--- src/rtl/ram_loader.sv ---
// Boot-time loader: accepts a framed byte stream (length, payload, checksum),
// writes the payload into an async-read RAM from address 0, then verifies it by readback.
module ram_loader #(
    parameter int ADDR_WIDTH = 5,
    parameter int DATA_WIDTH = 8
) (
    input  logic                  clk,
    input  logic                  rst,
    input  logic                  start,
    input  logic                  in_valid,
    input  logic [DATA_WIDTH-1:0] in_data,
    output logic                  in_ready,
    input  logic [ADDR_WIDTH-1:0] cpu_addr,
    input  logic [DATA_WIDTH-1:0] cpu_data_in,
    input  logic                  cpu_we,
    output logic [ADDR_WIDTH-1:0] ram_addr,
    output logic [DATA_WIDTH-1:0] ram_data_in,
    output logic                  ram_we,
    input  logic [DATA_WIDTH-1:0] ram_data_out,
    output logic                  busy,
    output logic                  done,
    output logic                  error,
    output logic [1:0]            err_code
);

    localparam int DEPTH = 2 ** ADDR_WIDTH;
    localparam int CW    = ADDR_WIDTH + 1;
    localparam logic [DATA_WIDTH:0] MAX_LEN = (DATA_WIDTH + 1)'(DEPTH);

    typedef enum logic [2:0] {
        S_IDLE,
        S_LEN,
        S_DATA,
        S_CSUM,
        S_VERIFY,
        S_DONE,
        S_ERR
    } state_t;

    state_t                state, state_d;
    logic [CW-1:0]         count, count_d;
    logic [CW-1:0]         len, len_d;
    logic [DATA_WIDTH-1:0] sum, sum_d;
    logic [1:0]            err, err_d;

    logic                  xfer;
    logic                  last;
    logic [DATA_WIDTH-1:0] verify_sum;

    assign xfer       = in_valid && in_ready;
    assign last       = (count == len - CW'(1));
    assign verify_sum = sum + ram_data_out;

    always_ff @(posedge clk) begin
        if (rst) begin
            state <= S_IDLE;
            count <= '0;
            len   <= '0;
            sum   <= '0;
            err   <= '0;
        end else begin
            state <= state_d;
            count <= count_d;
            len   <= len_d;
            sum   <= sum_d;
            err   <= err_d;
        end
    end

    always_comb begin
        state_d = state;
        count_d = count;
        len_d   = len;
        sum_d   = sum;
        err_d   = err;
        case (state)
            S_IDLE, S_DONE, S_ERR: begin
                if (start) begin
                    state_d = S_LEN;
                    err_d   = '0;
                end
            end
            S_LEN: begin
                if (xfer) begin
                    if (in_data == '0 || {1'b0, in_data} > MAX_LEN) begin
                        state_d = S_ERR;
                        err_d   = 2'd1;
                    end else begin
                        len_d   = CW'(in_data);
                        count_d = '0;
                        sum_d   = '0;
                        state_d = S_DATA;
                    end
                end
            end
            S_DATA: begin
                if (xfer) begin
                    sum_d   = sum + in_data;
                    count_d = count + CW'(1);
                    if (last) begin
                        state_d = S_CSUM;
                    end
                end
            end
            S_CSUM: begin
                // The write-pass sum is dropped; the checksum byte seeds the readback sum.
                if (xfer) begin
                    sum_d   = in_data;
                    count_d = '0;
                    state_d = S_VERIFY;
                end
            end
            S_VERIFY: begin
                sum_d   = verify_sum;
                count_d = count + CW'(1);
                if (last) begin
                    if (verify_sum == '0) begin
                        state_d = S_DONE;
                    end else begin
                        state_d = S_ERR;
                        err_d   = 2'd2;
                    end
                end
            end
            default: state_d = S_IDLE;
        endcase
    end

    always_comb begin
        ram_addr    = cpu_addr;
        ram_data_in = cpu_data_in;
        ram_we      = cpu_we;
        in_ready    = 1'b0;
        busy        = 1'b0;
        case (state)
            S_LEN, S_CSUM: begin
                ram_addr    = count[ADDR_WIDTH-1:0];
                ram_data_in = in_data;
                ram_we      = 1'b0;
                in_ready    = 1'b1;
                busy        = 1'b1;
            end
            S_DATA: begin
                ram_addr    = count[ADDR_WIDTH-1:0];
                ram_data_in = in_data;
                ram_we      = in_valid;
                in_ready    = 1'b1;
                busy        = 1'b1;
            end
            S_VERIFY: begin
                ram_addr    = count[ADDR_WIDTH-1:0];
                ram_data_in = in_data;
                ram_we      = 1'b0;
                busy        = 1'b1;
            end
            default: ;
        endcase
    end

    assign done     = (state == S_DONE);
    assign error    = (state == S_ERR);
    assign err_code = err;

endmodule

--- config.mk ---
export PLATFORM = sky130hd
export DESIGN_NAME = ram_loader
export DESIGN_NICKNAME = d
export VERILOG_FILES = /design/src/rtl/ram_loader.sv
export SDC_FILE = /design/constraint.sdc
export NUM_CORES = 1
export LEC_CHECK = 0
export CAP_MARGIN = 20
export CELL_PAD_IN_SITES_DETAIL_PLACEMENT = 1
export CELL_PAD_IN_SITES_GLOBAL_PLACEMENT = 1
export CORE_ASPECT_RATIO = 2
export CORE_MARGIN = 4
export CORE_UTILIZATION = 40
export CTS_BUF_LIST = sky130_fd_sc_hd__clkbuf_4 sky130_fd_sc_hd__clkbuf_8 sky130_fd_sc_hd__clkbuf_16
export DETAILED_ROUTE_END_ITERATION = 6
export PLACE_DENSITY = 0.86
export SYNTH_ARGS = -nofsm -noshare
export SYNTH_HDL_FRONTEND = slang
export SYNTH_SLANG_ARGS = --single-unit
--- constraint.sdc ---
create_clock -name clk -period 7.5 [get_ports clk]
set_input_delay 1.5 -clock clk [delete_from_list [all_inputs] [get_ports clk]]
set_output_delay 1.5 -clock clk [all_outputs]
set_load 0.02 [all_outputs]
Word level (Yosys, flattened, before mapping)
Cells that the tools add are included.
{ "totals": {"reg_bits": 25, "inputBits": 34, "output_inout_bits": 20, "word_cells": 72} }
{ "classes": {"add_sub_neg": 4, "order_cmp": 1, "eq_ne": 16, "muxes": 30, "bitwise": 1, "reduce_logical": 15} }
{ "op_table": {"columns": ["cell", "count"], "rows": [
  ["two-way mux 8 bit", 5],
  ["case mux 8 bit (4 select lines)", 1],
  ["two-way mux 6 bit", 4],
  ["case mux 6 bit (4 select lines)", 1],
  ["two-way mux 3 bit", 7],
  ["!= test 2 bit (second input constant)", 9],
  ["adder 8 bit", 2],
  ["logical NOT 8 bit", 2],
  ["case mux 3 bit (5 select lines)", 1],
  ["two-way mux 2 bit", 6],
  ["AND reduction 6 bit", 2],
  ["equality test 3 bit (second input constant)", 3],
  ["OR reduction 3 bit", 3],
  ["greater-than comparator 8 x 6 -> 1 bit (second input constant)", 1],
  ["adder 6 x 1 -> 6 bit (second input constant)", 1],
  ["equality test 3 x 2 -> 1 bit (second input constant)", 2],
  ["equality test 6 bit", 1],
  ["case mux 2 bit (3 select lines)", 1],
  ["subtractor 6 x 1 -> 6 bit (second input constant)", 1],
  ["two-way mux 5 bit", 1],
  ["AND reduction 5 bit", 1],
  ["nonzero test 4 bit", 1],
  ["OR reduction 4 bit", 1],
  ["equality test 3 x 1 -> 1 bit (second input constant)", 1],
  ["8 further kinds", 9]
]} }

Depth between registers and ports, before layout
{ "logic_depth": {"depth_word": 6, "depth_mapped": 9, "ltp_nobuf": 9} }

Worst setup path before layout
OpenSTA, ideal clock, no wires.
{ "synth_path": {"path_kind": "input to register", "from": "in ram_data_out[0]", "to": "reg state[0]", "setup_time_ns": 0.086, "t_arrival_ns": 3.619, "required_ns": 7.414, "slack_ns": 3.794, "path_stages": 8, "path_buffers": 0, "path_cell_list": "ha_1 -> inv_1 -> fa_1 -> xnor2_1 -> or3b_1 -> or4_1 -> or3_4 -> a221oi_2"} }
{ "synth_between": {"elab_chain_cells": 5} }
{ "synth_rtl": {"columns": ["element", "line_no", "text"], "rows": [
  ["from (decl)", "19", "input logic [DATA_WIDTH-1:0] ram_data_out,"],
  ["adder 8 bit", "52", "assign verify_sum = sum + ram_data_out;"],
  ["logical NOT 8 bit", "117", "if (verify_sum == '0) begin"],
  ["two-way mux 2 bit", "117", null],
  ["two-way mux 3 bit", "116", "if (last) begin"],
  ["case mux 3 bit (5 select lines)", "76", "case (state)"],
  ["to (signal assigned)", "62", "state <= state_d;"],
  ["to (decl)", "40", "state_t state, state_d;"]
]} }
Every way passes these cells. The select of a mux whose other input is x is not followed.
A chain may end at the register's enable or synchronous reset.

Worst setup path after layout
{ "layout_path": {"from": "in in_valid", "to": "out ram_we"} }
{ "layout_between": {"elab_chain_cells": 1} }
{ "layout_rtl": {"columns": ["element", "line_no", "text"], "rows": [
  ["from (decl)", "10", "input logic in_valid,"],
  ["case mux 1 bit (2 select lines)", "135", "case (state)"],
  ["to (decl)", "18", "output logic ram_we,"]
]} }
Every way passes these cells.

==> run summary <==
The placeable core region is 5710 µm². After legalization and detailed placement, the total HPWL measured ~5800 µm. The depth of the worst register-to-register path is 8. The maximum fanout along the worst path is 5.

STA classifies the critical path endpoint as an output port. The routability-driven placement congestion ratio came out at 0.852. The top cell types in the final layout, fill and taps aside, are sky130_fd_sc_hd__clkdlybuf4s50_1, sky130_fd_sc_hd__nor2_1, sky130_fd_sc_hd__a21oi_1. The number of remaining DRC errors is 0. The detailed router finished its first iteration with 48 violations. Traced cell by cell, the critical path runs through clkdlybuf4s50_1, mux2i_1, o32ai_1, clkdlybuf4s50_1. TritonCTS built the clock tree.

The vias after detailed routing is approximately 2300. The floorplan step defined a die boundary enclosing 7240 µm². The number of pins with negative max-slew slack in the final report is 0.

Setup repair after global routing left no endpoint under its margin. TritonCTS created 3 clock buffers. The count of flip-flops with a built-in enable after synthesis is 0.

The detail route stage leaves a number of antenna-violating nets equal to 0. The post-route standard cell area excluding fillers is 2990 µm². The number of maximum-capacitance violations came out at 0. The post-cts gate resize count came out at 0. The slowest stage of the critical path is the sky130_fd_sc_hd__clkdlybuf4s50_1 cell.

The cell area after placement came out at 2910 µm². The mapped netlist covers 2350 µm². The number of sinks driven by the clock tree is 25. No sink is reached through more buffers than the 2 on the longest clock path. The total count of hold-check failures in the final report is 0.

The destination of the worst hold path is sum[6]. The width of the chip came out at 62.2 µm. After synthesis, flip-flops and latches occupy 21.3% of the total area. The startpoint of the worst register-to-register path is sum[0]. The average cell area after synthesis is 8.24 µm². The worst path required time came out at 6.00 ns. The total congestion overflow is 0. For this run, the detailed router's first-pass iteration total came to 4.

The register-to-register path setup slack came out at 4.67 ns. The most common flop cell mapped by yosys is sky130_fd_sc_hd__dfxtp_1. The final clock skew is 0.00227 ns. The number of cell rows came out at 39. In this design, the stage delay of the slowest critical-path cell is 0.66 ns.

The net count reported at finish is 384. In this run the number of H-tree levels came out at 1. The smallest hold slack came out at approximately 0.53 ns. The startpoint type of the worst setup path is an input port. The library cell used most frequently in the layout, excluding fill and tap cells, is sky130_fd_sc_hd__clkdlybuf4s50_1. The die extent in y is 116 µm. The most numerous cell type found on the critical path is sky130_fd_sc_hd__clkdlybuf4s50_1. In this run the critical register-to-register path is captured at state[0]. The buffers plus inverters on the worst setup path is 2. The count of buffers inserted at the top-level ports is 53.

The relative slew slack came out at 30.3%. The path class of the tightest hold or removal check is reg -> reg. The count of placed standard cells in the final layout, fillers left out is between 300 and 400. In this run the power density over the cells is 189 nW/µm². The post-CTS setup-driven buffer insertion count is 0. For this run, the top clock speed supported by timing is around 220 MHz.

The actual transition at the worst max-transition pin came out at roughly 1.0 ns. From synthesis to final layout, the design area changed by 27.5%. The worst hold path begins at sum[6]. Entering global routing, the biggest net connects 33 pins.

The cell sitting at the root of the clock tree is a sky130_fd_sc_hd__clkbuf_16. The global-route wire length before repair is 12200 µm. Summed over all failing endpoints, the final setup total negative slack is 0 ns. The clock transition at the register clock pins on the worst setup and hold paths after CTS is 0.07 ns. 54 I/O pins were placed. The number of instances on the worst hold path came out at 2. The cell count after synthesis came out at between 200 and 300. The setup violation total in the final timing report came out at 0.

In the final layout, the share of cells above drive strength 1 is 9.37%. The synthesis-stage register bit count came out at 25. The average wire length per cell after detail routing came out at 18.7 µm. The later-pin clock latency in the skew report is 0.26 ns. The post-synthesis net count is 337. The proportion of synthesized flip-flops having asynchronous set or reset came out at 0%. The routed wire length is 7340 µm.

The worst path in the final design needs a cycle of approximately 4.5 ns, including I/O delays and setup. The total inserted antenna cells is 0. The final worst-path cycle share is about three fifths. The type of the worst setup path is in -> out.

The ratio of routed vias to standard cells is just under 6. The arrival time at the worst endpoint came out at 3.04 ns. The largest delay contributor family on the critical path is buffers and inverters.

The number of warnings issued by yosys came out at 0. The number of global-route vias before repair came out at around 2500. The run finished with clean final reports.

The number of hold buffers added after CTS was 0. Including well taps, the total number of placed cells is 388. The overall global routing resource usage came out at 20.6%. The analysis attributes to cell leakage a power of 1.19 nW.

The maximum vdd drop is 0.123 mV. The number of antenna violations at the first check in global routing came out at 0. The effective utilization at floorplan came out at between 40% and 50%. The number of distinct library cells after synthesis came out at 59.
cell families after synthesis:
kind of cell,synth area share (%)
simple gates,20.8
xor+xnor,8.95
mux,11.0
flops,21.3
compound gates,23.7
fa+ha+maj,10.7
buf+inv,3.62
power breakdown:
group	switching, mW	leakage [nW]	total [mW]	internal (mW)
logic	0.140	0.941	0.275	0.135
clock network	0.0493	0.0416	0.126	0.0764
registers	0.0231	0.203	0.167	0.143
total	0.212	1.19	0.567	0.355
final cells by class:
cell class,instances,area [µm²]
multi-input combinational,239,1760
inverter,9,33.8
fill,682,2720
clock buffer,4,82.6
tap,61,76.3
sequential,25,500
timing repair buffer,54,538
synthesized netlist by cell type (5+ instances only):
| library cell | n | share of area, % |
|---|---|---|
| sky130_fd_sc_hd__a21oi_1 | 26 | 5.5 |
| sky130_fd_sc_hd__clkbuf_1 | 9 | 1.4 |
| sky130_fd_sc_hd__dfxtp_1 | 25 | 21 |
| sky130_fd_sc_hd__ha_1 | 16 | 8.5 |
| sky130_fd_sc_hd__inv_1 | 9 | 1.4 |
| sky130_fd_sc_hd__mux2_2 | 14 | 6.7 |
| sky130_fd_sc_hd__mux2i_1 | 10 | 4.3 |
| sky130_fd_sc_hd__nand2_1 | 17 | 2.7 |
| sky130_fd_sc_hd__nand2b_1 | 5 | 1.3 |
| sky130_fd_sc_hd__nand3_1 | 5 | 1.1 |
| sky130_fd_sc_hd__nor2_1 | 36 | 5.8 |
| sky130_fd_sc_hd__o21ai_0 | 9 | 1.9 |
| sky130_fd_sc_hd__xnor2_1 | 15 | 5.6 |
| sky130_fd_sc_hd__xor2_1 | 9 | 3.4 |
how the worst max path moves through the flow:
| stage | startpoint | to | slack [ns] | cells after the start |
|---|---|---|---|---|
| detailed placement | in_valid | ram_we | 2.95 | 4 |
| global placement | in_valid | ram_we | 3.02 | 4 |
| CTS | in_valid | ram_we | 2.95 | 4 |
| floorplan | ram_data_out[0] | state[0] | 3.79 | 8 |
| global route | state[0] | ram_data_in[6] | 2.86 | 5 |
| finish | in_valid | ram_we | 2.96 | 4 |
worst min-delay path: stages, from the launching register on:
cell                      delay [ns]
sky130_fd_sc_hd__dfxtp_1        0.34
sky130_fd_sc_hd__nand2_1        0.06
sky130_fd_sc_hd__a31oi_1        0.07
through the flow:
stage          setup slack, ns  power, mW  utilization, %
2_1_floorplan             3.79      0.341               -
3_3_place_gp              3.02      0.434            51.0
3_5_place_dp              2.95      0.443            51.0
4_1_cts                   2.95      0.571            52.4
5_1_grt                   2.86      0.602            52.4
6_report                  2.96      0.567            52.4
sequential cells by signal, indices dropped and copies added (netlist names):
name      cells
count         6
sum           8
state         3
len           6
err_code      2
metal layers:
metal / share of wire, % / global-route usage, % / vias to the layer above
met3: 2.5 / 2.12 / 17
met4: 3.7 / 8.97 / 0
met2: 56 / 41.5 / 53
met5: 0 / 0 / -
li1: - / - / 1135
met1: 37 / 20.5 / 1125
Power figures use the tool's default switching activity.
